File: config.mk
export PLATFORM = sky130hd
export DESIGN_NAME = mem_ctrl
export DESIGN_NICKNAME = d
export VERILOG_FILES = /design/src/rtl/mem_ctrl.sv
export SDC_FILE = /design/constraint.sdc
export NUM_CORES = 1
export LEC_CHECK = 0
export CAP_MARGIN = 20
export CELL_PAD_IN_SITES_DETAIL_PLACEMENT = 0
export CELL_PAD_IN_SITES_GLOBAL_PLACEMENT = 1
export CORE_ASPECT_RATIO = 1.25
export CORE_UTILIZATION = 53
export DETAILED_ROUTE_END_ITERATION = 10
export DONT_BUFFER_PORTS = 1
export GPL_TIMING_DRIVEN = 0
export PLACE_DENSITY_LB_ADDON = 0.08
export SYNTH_ARGS = -nofsm -noshare
export SYNTH_HDL_FRONTEND = slang
export SYNTH_SLANG_ARGS = --single-unit
File: constraint.sdc
create_clock -name clk -period 9.81 [get_ports clk]
set_input_delay 1.962 -clock clk [delete_from_list [all_inputs] [get_ports clk]]
set_output_delay 1.962 -clock clk [all_outputs]
set_load 0.02 [all_outputs]
File: src/rtl/mem_ctrl.sv
// Byte-serial memory controller: turns a 32-bit word access from the mem stage
// into one byte-wide RAM access per selected lane, then assembles the load word.
module mem_ctrl #(
    parameter int RAM_ADDR_W = 17
) (
    input  logic                  clk,
    input  logic                  rst,
    input  logic                  ce_i,
    input  logic                  we_i,
    input  logic [31:0]           addr_i,
    input  logic [3:0]            sel_i,
    input  logic [31:0]           data_i,
    output logic [31:0]           data_o,
    output logic                  stall_req_o,
    output logic                  done_o,
    output logic [RAM_ADDR_W-1:0] ram_addr_o,
    output logic                  ram_re_o,
    output logic                  ram_we_o,
    output logic [7:0]            ram_wdata_o,
    input  logic [7:0]            ram_rdata_i
);

    typedef enum logic [1:0] {IDLE, XFER, FINISH} state_t;

    state_t                r_state;
    logic [RAM_ADDR_W-3:0] r_word;
    logic [3:0]            r_rem;
    logic [31:0]           r_wdata;
    logic                  r_we;
    logic [31:0]           r_rdata;
    logic                  r_pend;
    logic [1:0]            r_pend_idx;

    logic                  w_accept;
    logic [3:0]            w_src;
    logic [1:0]            w_idx;
    logic [3:0]            w_mask;
    logic [31:0]           w_data;

    function automatic logic [1:0] f_lowest(input logic [3:0] m);
        if (m[0])      return 2'd0;
        else if (m[1]) return 2'd1;
        else if (m[2]) return 2'd2;
        else           return 2'd3;
    endfunction

    assign w_accept = (r_state == IDLE) && ce_i && (sel_i != 4'b0000);
    assign w_src    = (r_state == IDLE) ? sel_i : r_rem;
    assign w_idx    = f_lowest(w_src);
    assign w_mask   = w_src & ~(4'b0001 << w_idx);

    // The byte read in the previous cycle is merged combinationally so data_o is
    // already complete in the FINISH cycle, when done_o is high.
    always_comb begin
        // NOTE: every always_comb output gets a default first so no latch is inferred.
        w_data = r_rdata;
        if (r_pend)
            w_data[{r_pend_idx, 3'b000} +: 8] = ram_rdata_i;
    end

    assign data_o = w_data;

    always_comb begin
        stall_req_o = 1'b0;
        if (!rst) begin
            case (r_state)
                IDLE:    stall_req_o = w_accept;
                XFER:    stall_req_o = 1'b1;
                default: stall_req_o = 1'b0;
            endcase
        end
    end

    // NOTE: sequential state uses non-blocking assignments only.
    always_ff @(posedge clk or posedge rst) begin
        if (rst) begin
            r_state     <= IDLE;
            r_word      <= '0;
            r_rem       <= '0;
            r_wdata     <= '0;
            r_we        <= 1'b0;
            r_rdata     <= '0;
            r_pend      <= 1'b0;
            r_pend_idx  <= '0;
            done_o      <= 1'b0;
            ram_addr_o  <= '0;
            ram_re_o    <= 1'b0;
            ram_we_o    <= 1'b0;
            ram_wdata_o <= '0;
        end else begin
            r_pend     <= ram_re_o;
            r_pend_idx <= ram_addr_o[1:0];
            r_rdata    <= w_accept ? 32'h0 : w_data;
            done_o     <= 1'b0;
            ram_re_o   <= 1'b0;
            ram_we_o   <= 1'b0;
            case (r_state)
                IDLE: begin
                    if (w_accept) begin
                        r_word      <= addr_i[RAM_ADDR_W-1:2];
                        r_we        <= we_i;
                        r_wdata     <= data_i;
                        r_rem       <= w_mask;
                        ram_addr_o  <= {addr_i[RAM_ADDR_W-1:2], w_idx};
                        ram_we_o    <= we_i;
                        ram_re_o    <= !we_i;
                        ram_wdata_o <= data_i[{w_idx, 3'b000} +: 8];
                        r_state     <= XFER;
                    end
                end
                XFER: begin
                    if (r_rem != 4'b0000) begin
                        r_rem       <= w_mask;
                        ram_addr_o  <= {r_word, w_idx};
                        ram_we_o    <= r_we;
                        ram_re_o    <= !r_we;
                        ram_wdata_o <= r_wdata[{w_idx, 3'b000} +: 8];
                    end else begin
                        done_o  <= 1'b1;
                        r_state <= FINISH;
                    end
                end
                default: r_state <= IDLE;
            endcase
        end
    end

endmodule

# [Word level (Yosys, flattened, before mapping)]
# Index checks and enable logic that the tools add are counted.
[word_totals] in_bits=80 latch_bits=0 output_inout_bits=61 memories=0 register_bits=117 romBits=0 mem_bits_rw=0 wordCells=65
[classes] shifts=5 n_mux=29 n_reduce_logical=11 eq_ne=4 add_sub_neg=1 magnitude_cmp=0 n_bitwise=2 n_mul=0 n_div=0
[op_table] cell="$mux 32" count=2
[op_table] cell="$shiftx 32x6->8" count=2
[op_table] cell="$mux 17" count=2
[op_table] cell="$pmux 17 s2" count=1
[op_table] cell="$bwmux 32" count=1
[op_table] cell="$shift 8x7->32 const A" count=1
[op_table] cell="$shiftx 8x7->32" count=1
[op_table] cell="$mux 8" count=2
[op_table] cell="$pmux 8 s2" count=1
[op_table] cell="$mux 4" count=3
[op_table] cell="$mux 1" count=8
[op_table] cell="$mux 2" count=4
[op_table] cell="$pmux 4 s2" count=1
[op_table] cell="$reduce_bool 4->1" count=2
[op_table] cell="$neg 5->7" count=1
[op_table] cell="$ne 2x2->1 const B" count=3
[op_table] cell="$pmux 1 s2" count=3
[op_table] cell="$and 4x4->4" count=1
[op_table] cell="$not 4->4" count=1
[op_table] cell="$pmux 2 s2" count=1
[op_table] cell="$reduce_and 2->1" count=2
[op_table] cell="$shl 1x2->4 const A" count=1
[op_table] cell="$reduce_and 3->1" count=1
[op_table] cell="$eq 2x1->1 const B" count=1
[op_table] cell="other kinds (4)" count=6

# [Longest topological paths before layout]
[depth] depth_word=10 ltp_mapped=9 ltp_nobuf=6

# [Worst setup path before layout]
# Ideal clock, no wire load.
[synth_timing] path_kind="input to output" start="input port sel_i[2]" end="output port stall_req_o" cell_stages=3 path_buffers=0 arrival_ps=2622 slack_ps=5226 required_ps=7848 path_cell_list="o41a_1 -> nor2_1 -> nor3_1"
[synth_via] elab_chain_len=4
[synth_rtl] element="start, declared" line="11" text="input logic [3:0] sel_i,"
[synth_rtl] element="$reduce_bool 4->1" line="47" text="assign w_accept = (r_state == IDLE) && ce_i && (sel_i != 4'b0000);"
[synth_rtl] element="$logic_and 1x1->1" line="47"
[synth_rtl] element="$pmux 1 s2" line="66" text="case (r_state)"
[synth_rtl] element="$mux 1" line="65" text="if (!rst) begin"
[synth_rtl] element="end, declared" line="14" text="output logic stall_req_o,"
# No other way between the ends.

# [Final worst setup path]
# Same ends and word-level chain as after synthesis.

==> impl_metrics.env <==
export IMPL_design_area_um2=6113
export IMPL_switchingPower_mw=0.8460
export IMPL_period_share=0.4909
export IMPL_vias=3613
export IMPL_crit_fanout=4
export IMPL_post_drt_wl_per_cell_um=20.56
export IMPL_max_freq_mhz=207.6
export IMPL_numPortBuffers=0
export IMPL_setup_viol=0
export IMPL_worstHoldPathType="flip-flop to flip-flop"
export IMPL_pre_cts_slack_ns=5.024
export IMPL_grt_met3_usage=0.09267
export IMPL_tns_ns=0
export IMPL_hold_viol_final=0
export IMPL_ys_seq_area_frac=0.5554
export IMPL_start_kind="input port"
export IMPL_rows=40
export IMPL_synth_nets=539
export IMPL_root_buffer="clkbuf_16"
export IMPL_slowest_stage="nor3_1"
export IMPL_drc=0
export IMPL_worstSetupPathType="input port to output pin"
export IMPL_antenna_left=0
export IMPL_fin_crit_ns=4.816
export IMPL_clk_pin_slew_ns=0.05
export IMPL_antennaDiodeCount=0
export IMPL_hold_buffers=0
export IMPL_p_int_mw=1.454
export IMPL_endpoint_kind="output pin"
export IMPL_grt_overflow=0
export IMPL_numCtsBuffers=17
export IMPL_grt_busiest_layer="met2"
export IMPL_worstMarginPinSlew_ns=0.8652
export IMPL_yosys_area_top_type_share=0.5554
export IMPL_post_dp_cell_area_um2=5477
export IMPL_fill_cells=772
export IMPL_vias_per_cell=5.875
export IMPL_seq_area_um2=2928
export IMPL_syn_to_final_growth_pct=15.97
export IMPL_slew_limit_headroom=0.4217
export IMPL_fp_dieH_um=113.5
export IMPL_drt_initial_drc_count=109
export IMPL_avgSynthCellArea_um2=11.61
export IMPL_die_w_um=91.20
export IMPL_ys_seq_elements=117
export IMPL_antenna_found_initial=0
export IMPL_start_util=0.5457
export IMPL_cp_data_arrival_time_ns=2.85
export IMPL_synth_area_um2=5271
export IMPL_nNetsFinal=561
export IMPL_post_cts_setup_buffers=0
export IMPL_grt_util_all_layers=0.2656
export IMPL_clk_path_buf_depth=2
export IMPL_leakagePower_nw=2.754
export IMPL_clock_sinks=117
export IMPL_seq_power_share=0.373
export IMPL_clock_latency_ns=0.41
export IMPL_maxCapViolCount=0
export IMPL_yosysTopAreaCell="dfrtp_1"
export IMPL_ys_top_cells_by_area="dfrtp_1, mux2_2, a22o_1"
export IMPL_combPwrFrac=0.341
export IMPL_grt_pass1_wl_mm=20.73
export IMPL_ys_types=37
export IMPL_path_delay_family="simple AND/OR/NAND/NOR gates"
export IMPL_path_buf_inv=0
export IMPL_grt_setup_unrepaired="no"
export IMPL_h_tree_depth=4
export IMPL_pwr_share_clk=0.287
export IMPL_status="finished, final reports clean"
export IMPL_gp_congestion=0.8824
export IMPL_drt_pass1_iterations=4
export IMPL_slowest_delay_ns=0.62
export IMPL_irDropWorstVdd_uv=183.1
export IMPL_drive_gt1_frac=0.1922
export IMPL_grt_max_degree=63
export IMPL_required_ns=7.85
export IMPL_design_core_area_um2=9659
export IMPL_multiInputGateArea_um2=2167
export IMPL_use_met2=0.4636
export IMPL_cts_resized=0
export IMPL_slew_viol_final=0
export IMPL_drt_wl_total_mm=12.64
export IMPL_grt_use_met1=0.3014
export IMPL_dp_hpwl_mm=8.699
export IMPL_setup_slack_ns=4.994
export IMPL_cts_tree="built"
export IMPL_power_mw=2.300
export IMPL_synthCells=454
export IMPL_yosys_warnings=0
export IMPL_switching_share=0.3679
export IMPL_fin_skew_ns=0.008441
export IMPL_power_density_nw_per_um2=376.2
export IMPL_path_cells="o41a_1 > nor2_1 > nor3_1"
export IMPL_dieArea_um2=10350
export IMPL_grt_pass1_vias=3987
export IMPL_boundaryPins=141
synthesized netlist by cell type:
master	instances
dfrtp_1	117
nand2_1	54
a22o_1	37
mux2_2	36
and2_1	33
mux2i_1	23
nor2_1	22
o21ai_0	20
o32ai_1	13
nor3_1	10
inv_1	9
buf_2	8
nand2b_1	8
o221ai_1	8
clkbuf_1	7
a21oi_1	5
ha_1	5
a211oi_1	4
buf_6	4
buf_4	3
nand2_2	3
nor2b_1	3
nor4_1	3
a32o_1	2
nand3_1	2
nor3b_1	2
nor4b_2	2
o22ai_1	2
a21oi_4	1
and3_1	1
clkbuf_2	1
inv_2	1
mux2_4	1
o21a_1	1
o41a_1	1
or2_2	1
or4_1	1
worst register-to-register path, cell delays in order, from the launching register on:
cell and delay, ns:
dfrtp_1 0.42, inv_1 0.20, ha_1 0.26, nand2_1 0.25
nor4b_2 0.79, a22o_1 0.39, and2_1 0.17
power groups by stage:
| stage | registers [mW] | clock network (mW) | logic [mW] |
|---|---|---|---|
| 2_1_floorplan | 0.826 | 0 | 0.615 |
| 3_3_place_gp | 0.853 | 0 | 0.761 |
| 3_5_place_dp | 0.865 | 0 | 0.790 |
| 4_1_cts | 0.858 | 0.665 | 0.796 |
| 5_1_grt | 0.879 | 0.688 | 0.870 |
| 6_report | 0.857 | 0.659 | 0.784 |
cell type report:
class / count / share of cell area
inverters: 10 / 0.006959
flip-flops and latches: 117 / 0.4789
well taps: 126 / 0.02579
repair buffers: 3 / 0.006959
plain buffers: 23 / 0.02272
clock buffers: 24 / 0.08043
multi-input cells: 304 / 0.3545
clock inverters: 8 / 0.02374
cells by family after synthesis:
family	count (synthesis)	share of synthesized area
DFF	117	0.5554
and+or+nand+nor	145	0.1372
adders and majority gates	5	0.01187
muxes	60	0.1234
AOI/OAI and AO/OA	94	0.1386
buffers and inverters	33	0.03347
state kept, by name, indices dropped and copies added (netlist names):
signal and flops:
done_o 1, r_wdata 32, ram_wdata_o 8, r_pend 1, r_state 2, ram_re_o 1, ram_addr_o 17, r_word 15
r_rem 4, r_rdata 32, r_we 1, r_pend_idx 2, ram_we_o 1
per-stage QoR:
stage / util / hold WS (ns) / std cells
after floorplan: - / 0.4426 / 454
after global placement: 0.5620 / 0.4568 / 580
after detailed placement: 0.5670 / 0.4619 / 583
after CTS: 0.6329 / 0.4753 / 615
after global routing: 0.6329 / 0.4957 / 615
final: 0.6329 / 0.4701 / 615
placed cells by master (no fill, tap or decap), drive strengths merged, types with 10 or more instances in the layout:
cell and instances:
o21ai 20, a22o 37, nor3 10, dfrtp 117, nor2 22, mux2i 23, o32ai 13, inv 10
buf 17, clkbuf 32, and2 33, nand2 57, mux2 37
worst paths after layout:
path,from,end,slack (ns),depth (start not counted)
setup / recovery,sel_i[2],stall_req_o,4.99,3
setup reg to reg,r_pend_idx[0],r_rdata[5],7.27,6
hold reg to reg,r_wdata[30],r_wdata[30],0.47,2
hold / removal,r_wdata[30],r_wdata[30],0.47,2
min in group asynchronous,rst,r_rdata[31],1.46,1
max in group asynchronous,rst,r_wdata[2],7.67,2
per-layer routing:
layer / vias to the layer above / share of wire
met5: - / 0
met4: 0 / 0.014
met3: 12 / 0.064
met2: 93 / 0.52
met1: 1831 / 0.40
li1: 1677 / -
(Power assumes the default switching activity.)
